$ cat config.mk
export PLATFORM = sky130hd
export DESIGN_NAME = mpi_bus_arbiter
export DESIGN_NICKNAME = d
export VERILOG_FILES = /design/src/rtl/mpi_bus_arbiter.sv
export SDC_FILE = /design/constraint.sdc
export NUM_CORES = 1
export LEC_CHECK = 0
export CAP_MARGIN = 15
export CORE_MARGIN = 3
export CORE_UTILIZATION = 40
export DETAILED_ROUTE_END_ITERATION = 16
export PLACE_DENSITY_LB_ADDON = 0.1
export SETUP_SLACK_MARGIN = 0.02
export SLEW_MARGIN = 20
export SYNTH_ARGS = -nofsm -noshare
export SYNTH_HDL_FRONTEND = slang
export SYNTH_SLANG_ARGS = --single-unit
$ cat constraint.sdc
create_clock -name clk_100m -period 3.9 [get_ports clk_100m]
set_clock_uncertainty 0.2 [all_clocks]
set_input_delay 0.585 -clock clk_100m [delete_from_list [all_inputs] [get_ports clk_100m]]
set_output_delay 0.585 -clock clk_100m [all_outputs]
set_load 0.005 [all_outputs]
$ cat src/rtl/mpi_bus_arbiter.sv
// Round-robin master for the MPI bus: IDLE -> SETUP -> ACCESS -> DONE, all outputs registered.
// Define MPI_ARB_TIMEOUT_EN to bound ACCESS to TIMEOUT cycles and report rsp_err on expiry.
module mpi_bus_arbiter #(
  parameter int NUM_REQ = 2,
  parameter int TIMEOUT = 256
) (
  input  logic                    clk_100m,
  input  logic                    rst,
  input  logic [NUM_REQ-1:0]      req_valid,
  input  logic [NUM_REQ-1:0]      req_we,
  input  logic [NUM_REQ*16-1:0]   req_addr,
  input  logic [NUM_REQ*32-1:0]   req_wdata,
  output logic [NUM_REQ-1:0]      req_ready,
  output logic [NUM_REQ-1:0]      rsp_valid,
  output logic [31:0]             rsp_rdata,
  output logic                    rsp_err,
  output logic                    cpu_cs_n,
  output logic                    cpu_rd_n,
  output logic                    cpu_we_n,
  output logic [15:0]             cpu_addr,
  output logic [31:0]             cpu_data_o,
  output logic                    cpu_data_oe,
  input  logic [31:0]             cpu_data_i,
  input  logic                    cpu_rdy_n
);
  localparam int GW = (NUM_REQ > 1) ? $clog2(NUM_REQ) : 1;

  typedef enum logic [1:0] {IDLE, SETUP, ACCESS, DONE} state_t;

  state_t               state_reg, state_next;
  logic [GW-1:0]        last_grant_reg, last_grant_next;
  logic [GW-1:0]        grant_reg, grant_next;
  logic                 we_reg, we_next;
  logic [NUM_REQ-1:0]   req_ready_reg, req_ready_next;
  logic [NUM_REQ-1:0]   rsp_valid_reg, rsp_valid_next;
  logic [31:0]          rsp_rdata_reg, rsp_rdata_next;
  logic                 cs_n_reg, cs_n_next;
  logic                 rd_n_reg, rd_n_next;
  logic                 we_n_reg, we_n_next;
  logic [15:0]          addr_reg, addr_next;
  logic [31:0]          data_o_reg, data_o_next;
  logic                 oe_reg, oe_next;
  logic                 finish;

  logic [15:0]          addr_arr  [NUM_REQ];
  logic [31:0]          wdata_arr [NUM_REQ];
  logic                 found;
  logic [GW-1:0]        pick;
  logic [GW-1:0]        cand;
  int                   idx;

`ifdef MPI_ARB_TIMEOUT_EN
  localparam int CW = $clog2(TIMEOUT + 1);
  logic [CW-1:0]        cnt_reg, cnt_next;
  logic                 err_reg, err_next;
`endif

  generate
    for (genvar gi = 0; gi < NUM_REQ; gi++) begin : g_unpack
      assign addr_arr[gi]  = req_addr[16*gi +: 16];
      assign wdata_arr[gi] = req_wdata[32*gi +: 32];
    end
  endgenerate

  // First valid requester after last_grant, wrapping around.
  always_comb begin
    found = 1'b0;
    pick  = '0;
    idx   = 0;
    cand  = '0;
    for (int k = 1; k <= NUM_REQ; k++) begin
      idx  = (int'(last_grant_reg) + k) % NUM_REQ;
      cand = idx[GW-1:0];
      if (!found && req_valid[cand]) begin
        found = 1'b1;
        pick  = cand;
      end
    end
  end

  always_comb begin
    state_next      = state_reg;
    last_grant_next = last_grant_reg;
    grant_next      = grant_reg;
    we_next         = we_reg;
    req_ready_next  = '0;
    rsp_valid_next  = '0;
    rsp_rdata_next  = rsp_rdata_reg;
    cs_n_next       = cs_n_reg;
    rd_n_next       = rd_n_reg;
    we_n_next       = we_n_reg;
    addr_next       = addr_reg;
    data_o_next     = data_o_reg;
    oe_next         = oe_reg;
    finish          = 1'b0;
`ifdef MPI_ARB_TIMEOUT_EN
    cnt_next        = cnt_reg;
    err_next        = err_reg;
`endif
    case (state_reg)
      IDLE: begin
        if (found) begin
          state_next           = SETUP;
          grant_next           = pick;
          last_grant_next      = pick;
          we_next              = req_we[pick];
          addr_next            = addr_arr[pick];
          data_o_next          = req_we[pick] ? wdata_arr[pick] : 32'h0;
          oe_next              = req_we[pick];
          cs_n_next            = 1'b0;
          req_ready_next[pick] = 1'b1;
        end
      end
      SETUP: begin
        state_next = ACCESS;
        rd_n_next  = we_reg;
        we_n_next  = ~we_reg;
`ifdef MPI_ARB_TIMEOUT_EN
        cnt_next   = '0;
`endif
      end
      ACCESS: begin
`ifdef MPI_ARB_TIMEOUT_EN
        cnt_next = cnt_reg + CW'(1);
`endif
        // A ready slave wins even in the last allowed cycle.
        if (!cpu_rdy_n) begin
          finish         = 1'b1;
          rsp_rdata_next = we_reg ? 32'h0 : cpu_data_i;
`ifdef MPI_ARB_TIMEOUT_EN
          err_next       = 1'b0;
        end else if (cnt_reg == CW'(TIMEOUT - 1)) begin
          finish         = 1'b1;
          rsp_rdata_next = 32'h0;
          err_next       = 1'b1;
`endif
        end
        if (finish) begin
          state_next                = DONE;
          cs_n_next                 = 1'b1;
          rd_n_next                 = 1'b1;
          we_n_next                 = 1'b1;
          oe_next                   = 1'b0;
          rsp_valid_next[grant_reg] = 1'b1;
        end
      end
      DONE: begin
        state_next = IDLE;
      end
      default: state_next = IDLE;
    endcase
  end

  always_ff @(posedge clk_100m or posedge rst) begin
    if (rst) begin
      state_reg      <= IDLE;
      last_grant_reg <= GW'(NUM_REQ - 1);
      grant_reg      <= '0;
      we_reg         <= 1'b0;
      req_ready_reg  <= '0;
      rsp_valid_reg  <= '0;
      rsp_rdata_reg  <= 32'h0;
      cs_n_reg       <= 1'b1;
      rd_n_reg       <= 1'b1;
      we_n_reg       <= 1'b1;
      addr_reg       <= 16'h0;
      data_o_reg     <= 32'h0;
      oe_reg         <= 1'b0;
`ifdef MPI_ARB_TIMEOUT_EN
      cnt_reg        <= '0;
      err_reg        <= 1'b0;
`endif
    end else begin
      state_reg      <= state_next;
      last_grant_reg <= last_grant_next;
      grant_reg      <= grant_next;
      we_reg         <= we_next;
      req_ready_reg  <= req_ready_next;
      rsp_valid_reg  <= rsp_valid_next;
      rsp_rdata_reg  <= rsp_rdata_next;
      cs_n_reg       <= cs_n_next;
      rd_n_reg       <= rd_n_next;
      we_n_reg       <= we_n_next;
      addr_reg       <= addr_next;
      data_o_reg     <= data_o_next;
      oe_reg         <= oe_next;
`ifdef MPI_ARB_TIMEOUT_EN
      cnt_reg        <= cnt_next;
      err_reg        <= err_next;
`endif
    end
  end

  assign req_ready   = req_ready_reg;
  assign rsp_valid   = rsp_valid_reg;
  assign rsp_rdata   = rsp_rdata_reg;
  assign cpu_cs_n    = cs_n_reg;
  assign cpu_rd_n    = rd_n_reg;
  assign cpu_we_n    = we_n_reg;
  assign cpu_addr    = addr_reg;
  assign cpu_data_o  = data_o_reg;
  assign cpu_data_oe = oe_reg;
`ifdef MPI_ARB_TIMEOUT_EN
  assign rsp_err     = err_reg;
`else
  assign rsp_err     = 1'b0;
`endif

endmodule
==> Word-level counts from Yosys, hierarchy flattened <==
Index checks and enable logic that the tools add are counted.
Widths: inputs -> output; s select.
{ "op_classes": {"n_addsub": 2, "n_mul": 0, "div": 0, "magnitude_cmp": 7, "n_eq_ne": 5, "shifts": 0, "n_mux": 39, "bitwise_logic": 3, "n_reduce_logical": 12} }
{ "ops": {"columns": ["operator", "count"], "rows": [
  ["$mux 32", 5],
  ["$mux 16", 3],
  ["$mux 1", 18],
  ["$mux 2", 6],
  ["$lt 1x2->1 const B", 4],
  ["$pmux 1 s2", 4],
  ["$pmux 2 s4", 1],
  ["$reduce_and 2->1", 4],
  ["$eq 2x2->1 const B", 2],
  ["$ne 2x2->1 const B", 2],
  ["$reduce_bool 2->1", 2],
  ["$logic_and 1x1->1", 3],
  ["$reduce_and 3->1", 1],
  ["$add 1x1->1 const B", 2],
  ["$demux 1 s1", 2],
  ["$eq 2x1->1 const B", 1],
  ["$ge 1x1->1 const B", 2],
  ["$ge 2x2->1 const B", 1],
  ["$logic_not 2->1", 1],
  ["$not 1->1", 2],
  ["$not 1->2", 1],
  ["$logic_not 1->1", 1]
]} }
{ "totals": {"reg_bits": 93, "latch_bits": 0, "mem_bits_rw": 0, "romBits": 0, "out_inout_bits": 89, "elab_cells": 81, "n_memories": 0} }

==> Logic depth before layout (Yosys ltp) <==
Gate-level depths: netlist of the first run.
{ "depth": {"word_depth": 13, "mapped_depth": 8, "depth_no_buf": 5} }

==> Least setup slack after synthesis of the first run <==
OpenSTA, ideal clock, no wires.
{ "synth_path": {"kind": "input to register", "from": "in req_valid[1]", "to": "reg addr_reg[10] (netlist: cpu_addr[10])", "arrival_time_ns": 1.451, "required_time_ns": 3.574, "path_slack_ns": 2.123, "cell_stages": 5, "n_path_buf": 2, "cell_sequence": "a21boi_2 > buf_4 > clkbuf_1 > and3_1 > a221o_1"} }
{ "synth_between": {"elab_chain_cells": 10} }
{ "synth_rtl": {"columns": ["item", "line", "text"], "rows": [
  ["from (decl)", "9", "input logic [NUM_REQ-1:0] req_valid,"],
  ["$mux 1 (not written as such) (2 in series)", "74", "if (!found && req_valid[cand]) begin"],
  ["$mux 1", "74", null],
  ["$logic_not 1->1", "74", null],
  ["$logic_and 1x1->1", "74", null],
  ["$mux 1", "74", null],
  ["$not 1->2 (not written as such)", "107", "addr_next = addr_arr[pick];"],
  ["$mux 16 (not written as such) (3 in series)", "107", null],
  ["to (signal assigned)", "184", "addr_reg <= addr_next;"],
  ["to (decl)", "40", "logic [15:0] addr_reg, addr_next;"]
]} }
Parallel ways exist; a longest one is shown, timed or not. The select of a mux whose other input is x is not followed.
A chain may end at the register's enable or synchronous reset.

==> Worst setup path in the final report of the first run <==
{ "layout_path": {"from": "reg state_reg[0]", "to": "reg data_o_reg[21] (netlist: cpu_data_o[21])"} }
{ "layout_between": {"elab_chain_cells": 2} }
{ "layout_rtl": {"columns": ["item", "line", "text"], "rows": [
  ["from (decl)", "30", "state_t state_reg, state_next;"],
  ["from (signal assigned)", "174", "state_reg <= state_next;"],
  ["$logic_not 2->1", "100", "case (state_reg)"],
  ["$reduce_and 2->1 (no source line)", null, null],
  ["to (signal assigned)", "185", "data_o_reg <= data_o_next;"],
  ["to (decl)", "41", "logic [31:0] data_o_reg, data_o_next;"]
]} }
No other way between the ends.

==> results of run 1 <==
Yosys cell counts, drive strengths merged:
cell type,instances
dfrtp,89
nand2,66
mux2i,34
nand2b,34
o21ai,34
o31ai,32
clkbuf,20
a221o,16
and3,16
buf,12
inv,7
dfstp,4
ha,4
nor2,4
a21oi,2
mux2,2
o22a,2
a211oi,1
a21boi,1
a21o,1
a22o,1
a31oi,1
a32oi,1
and2,1
conb,1
nor3b,1
o21bai,1
o32a,1
o32ai,1
power breakdown:
part	switching (mW)	internal, mW	leakage [nW]	total, mW
logic	0.850	1.24	1.62	2.09
registers	0.280	1.42	1.19	1.70
clock network	0.319	0.362	0.101	0.680
total	1.45	3.01	2.91	4.46
kinds of logic (layout without fill, tap and decap cells):
family | count (synthesis) | in the layout | synth area share (%)
buffers and inverters | 39 | 251 | 4.45
flip-flops | 93 | 93 | 55.3
AO/OA/AOI/OAI | 95 | 95 | 16.3
other | 1 | 1 | 0.0889
multiplexers | 36 | 36 | 8.60
AND/OR/NAND/NOR | 122 | 122 | 14.1
adder cells (fa/ha/maj) | 4 | 4 | 1.19
worst max path at each step:
| stage | from | cells past startpoint | slack (ns) | to |
|---|---|---|---|---|
| finish | state_reg[0] | 4 | 1.27 | cpu_data_o[21] |
| global route | state_reg[0] | 4 | 1.06 | cpu_data_o[30] |
| CTS | state_reg[0] | 4 | 1.26 | cpu_data_o[30] |
| detailed placement | req_valid[0] | 5 | 1.16 | cpu_data_o[21] |
| global placement | req_valid[0] | 5 | 1.25 | cpu_data_o[7] |
| floorplan | rst | 1 | 0.70 | cpu_addr[0] |
stage by stage:
stage / util, % / hold WS (ns) / cells / area [sq um] / power [mW]
after global routing: 67.2 / 0.300 / 735 / 6720 / 4.79
after floorplan: - / 0.226 / 390 / 4220 / 2.61
after detailed placement: 65.1 / 0.263 / 719 / 6510 / 3.83
after global placement: 65.1 / 0.256 / 719 / 6510 / 3.76
final: 67.2 / 0.273 / 735 / 6720 / 4.46
after CTS: 67.2 / 0.283 / 735 / 6720 / 4.53
metal layers:
metal / global-route usage, % / share of wire [%]
met1: 24.9 / 40
met2: 33.1 / 49
met3: 5.57 / 9.2
met4: 5.41 / 1.5
met5: 0 / 0
final cells by class:
| type | instances | area (sq um) | area share, % |
|---|---|---|---|
| Sequential cell | 93 | 2330 | 34.7 |
| Timing Repair Buffer | 228 | 2270 | 33.7 |
| Tap cell | 133 | 166 | 2.48 |
| Multi-Input combinational cell | 258 | 1720 | 25.5 |
| Clock buffer | 12 | 135 | 2.01 |
| Clock inverter | 4 | 72.6 | 1.08 |
| Inverter | 7 | 28.8 | 0.428 |
==> flow_summary.ini, run 1 <==
[worst_setup_path]
critPathLaunchType = flop
path_cells = inv_1 -> ha_1 -> inv_1 -> o31ai_1
path_buf_inv = 2
crit_family = buffers and inverters
cp_data_arrival_time_ns = 2.66
cp_max_fo = 33
path_class = flop to flop
reg2reg_to = cpu_data_o[21]
reg2reg_slack_ns = 1.27
cp_data_required_time_ns = 3.93
reg2reg_from = state_reg[0]
path_common_cell = inv_1
worstSetupEndpointType = flop
ff2ff_path_depth = 4
max_stage_delay_ns = 0.69
slowest_stage = inv_1

[cts]
cts_max_level = 3
cts_hold_buffers = 0
ctsResizeCount = 0
cts_buffer_depth = 2
worstSkewPairLatency_ns = 0.34
postCtsSetupBuffers = 0
root_buffer = clkbuf_8
clkTransAtPathRegs_ns = 0.09
numCtsBuffers = 9
clock-sinks = 93
cts_tree = done

[logic_synthesis]
synth.largest_area_cell = dfrtp_1
synth.cell_area_sq_mm = 0.00422
synth_area_leaders = dfrtp_1 53%, mux2i_1 8.1%, nand2_1 5.9%, o31ai_1 5.7%, nand2b_1 5.0%
yosysWarnings = 0
synth_top_area_share_pct = 52.8
synthDistinctLibCells = 34
synth_nets = 529
ys_seq_elements = 93
syn-instance-count = 390
seq_area_frac_synth_pct = 55.3
avgSynthCellArea_sq_um = 10.8

[grt]
grt_pass1_vias = 3558
grtUsageTotal_pct = 19.7
overflow = 0
grt_pass1_wl_um = 18400
grt_max_degree = 67
antenna_found_initial = 0

[drt]
final_antenna_net_count = 0
drt_iter0_markers = 228
dr.pass1.iters = 4
vias_per_cell = 5.01
routedWlPerCell_um = 16.4
drt_wl_total_um = 12000
vias = 3685
drc = 0

[hold_path]
whs_path_depth = 1
hold_path.class = flop to flop
min_from = grant_reg
hold_end = rsp_valid[0]

[floorplanning]
initial_core_util_pct = 42.2
die_w_um = 109
die_h_um = 109
coreArea_sq_mm = 0.0100
num_rows = 36
die_area_sq_mm = 0.0118
ios = 224

[timing]
maxSlewViolCount = 0
max-slew-margin-rel_pct = 30.8
hold_viol = 0
worstMarginPinSlew_ns = 1.04
fin_ws_ns = 1.27
setup_violations = 0
layout_min_cycle_time_ns = 2.63
rsz0062_at_grt = false
finalCritPeriodShare_pct = 67.4
clock.fmax_mhz = 381
setup_tns_ns = 0

[run_status]
status = finished clean

[cells_and_area]
mostFrequentLayoutCells = 222 x clkdlybuf4s50_1, 89 x dfrtp_1, 66 x nand2_1, 34 x mux2i_1, 33 x nand2b_1
layout-drive-gt1-share_pct = 5.15
final_common_cell = clkdlybuf4s50_1
num-fill-cells = 812
layout.nets = 736
area_delta_synth_final_pct = 59.3
antennaDiodeCount = 0

[power_and_ir_drop]
p_per_area_mw_per_mm2 = 664
peakVddDrop_uv = 345
power.leakage_nw = 2.91

[place]
hpwl_um = 8960
port-buffer-count = 222
gp_congestion = 0.736
pre_cts_ws_ns = 1.16

[run]
cap_violations = 0
(Power assumes the default switching activity.)
==> inputs of run 2 (changes only) <==
--- a/config.mk
+++ b/config.mk
@@ -7,7 +7,7 @@
 export LEC_CHECK = 0
 export CAP_MARGIN = 15
 export CORE_MARGIN = 3
-export CORE_UTILIZATION = 40
+export CORE_UTILIZATION = 36
 export DETAILED_ROUTE_END_ITERATION = 16
 export PLACE_DENSITY_LB_ADDON = 0.1
 export SETUP_SLACK_MARGIN = 0.02
==> constraint.sdc (replaced) <==
create_clock -name clk_100m -period 2.25 [get_ports clk_100m]
set_clock_uncertainty 0.2 [all_clocks]
set_input_delay 0.3375 -clock clk_100m [delete_from_list [all_inputs] [get_ports clk_100m]]
set_output_delay 0.3375 -clock clk_100m [all_outputs]
set_load 0.005 [all_outputs]
==> flow_summary.ini, run 2 (synthesis gave the netlist of run 1 again) <==
[worst_setup_path]
cp_max_fo = 54
critPathLaunchType = flop
path_class = flop to flop
cp_data_required_time_ns = 2.29
startpoint = state_reg[0]
reg2reg_from = state_reg[0]
cp_data_arrival_time_ns = 1.98
worstSetupEndpointType = flop

[timing]
setup_tns_ns = 0
holdWs_ns = 0.255
layout_min_cycle_time_ns = 1.94
setup_violations = 0
clock.fmax_mhz = 515
worstMarginPinSlew_ns = 0.833
fin_ws_ns = 0.307
finalCritPeriodShare_pct = 86.4
rsz0062_at_grt = false
max-slew-margin-rel_pct = 44.5
hold_viol = 0
maxSlewViolCount = 0

[drt]
dr.pass1.iters = 4
drt_wl_total_um = 12400
final_antenna_net_count = 0
drc = 0
vias_per_cell = 4.90
routedWlPerCell_um = 16.4
drt_iter0_markers = 177
vias = 3692

[grt]
grt_pass1_vias = 3711
grt_pass1_wl_um = 19500
grt.busiest_layer = met2
grtUsageTotal_pct = 18.8
overflow = 0
grt_max_degree = 55
use_met3_pct = 5.02
gr-usage-met1_pct = 24.6
antenna_found_initial = 0
met2_usage_pct = 30.5

[place]
dpl_cell_area_sq_mm = 0.00667
hpwl_um = 9170
place_inst = 738
pre_cts_ws_ns = 0.129
gp_congestion = 0.752
port-buffer-count = 222

[run_status]
status = finished clean

[floorplanning]
die_h_um = 114
initial_core_util_pct = 37.9
ios = 224
die_w_um = 114
num_rows = 38
die_area_sq_mm = 0.0131
coreArea_sq_mm = 0.0111

[cells_and_area]
area_delta_synth_final_pct = 66.2
layout.nets = 748
antennaDiodeCount = 0
final_common_cell = clkdlybuf4s50_1
post_layout_nonfiller_instances = 754
fin_util_pct = 63.0
layout-drive-gt1-share_pct = 7.49
fin_area_sq_mm = 0.00701
mostFrequentLayoutCells = 222 x clkdlybuf4s50_1, 89 x dfrtp_1, 66 x nand2_1, 34 x mux2i_1, 33 x nand2b_1

[power_and_ir_drop]
power.total_mw = 8.44
power.leakage_nw = 3.05
peakVddDrop_uv = 500
p_per_area_mw_per_mm2 = 1200

[cts]
cts_tree = done
clkTransAtPathRegs_ns = 0.06
clock-sinks = 93
worstSkewPairLatency_ns = 0.33
root_buffer = clkbuf_16
ctsResizeCount = 0
numCtsBuffers = 9
postCtsSetupBuffers = 0
cts_max_level = 3
cts_hold_buffers = 0
cts_buffer_depth = 2

[run]
cap_violations = 0

[hold_path]
hold_path.class = input pin to asynchronous set/reset pin
[run 2: area by class of cell]
type	count	area (sq um)
multi-input combinational	258	1720
tap	140	175
timing repair buffer	240	2420
fill	942	4110
clock inverter	7	114
inverter	7	30.0
sequential	93	2330
clock buffer	9	225
[run 2: worst paths after layout]
| path | endpoint | slack [ns] | cells past startpoint |
|---|---|---|---|
| min | state_reg[0] | 0.25 | 3 |
| max in group asynchronous | cpu_we_n | 1.32 | 3 |
| max reg2reg | rsp_rdata[25] | 0.31 | 5 |
| max | rsp_rdata[25] | 0.31 | 5 |
| min reg2reg | cpu_data_o[0] | 0.28 | 2 |
| min in group clk_100m | cpu_data_o[0] | 0.28 | 2 |
[run 2: routing by layer]
layer  part of all wire [%]  wire (um)  up-vias
li1                       -          -     1809
met1                     43       5290     1738
met2                     48       6000      133
met3                    7.5        932       12
met4                    1.3        162        0
met5                      0          0        -
[run 2: report_power, final]
group / internal [mW] / switching, mW
clock network: 1.08 / 0.627
logic: 2.26 / 1.52
registers: 2.46 / 0.491
[run 2: worst max-delay path, cell delays in order (launching register included)]
cell and delay (ns):
dfrtp_1 0.40, inv_1 0.11, ha_1 0.41, nand2b_2 0.25
buf_12 0.24, o21ai_0 0.21
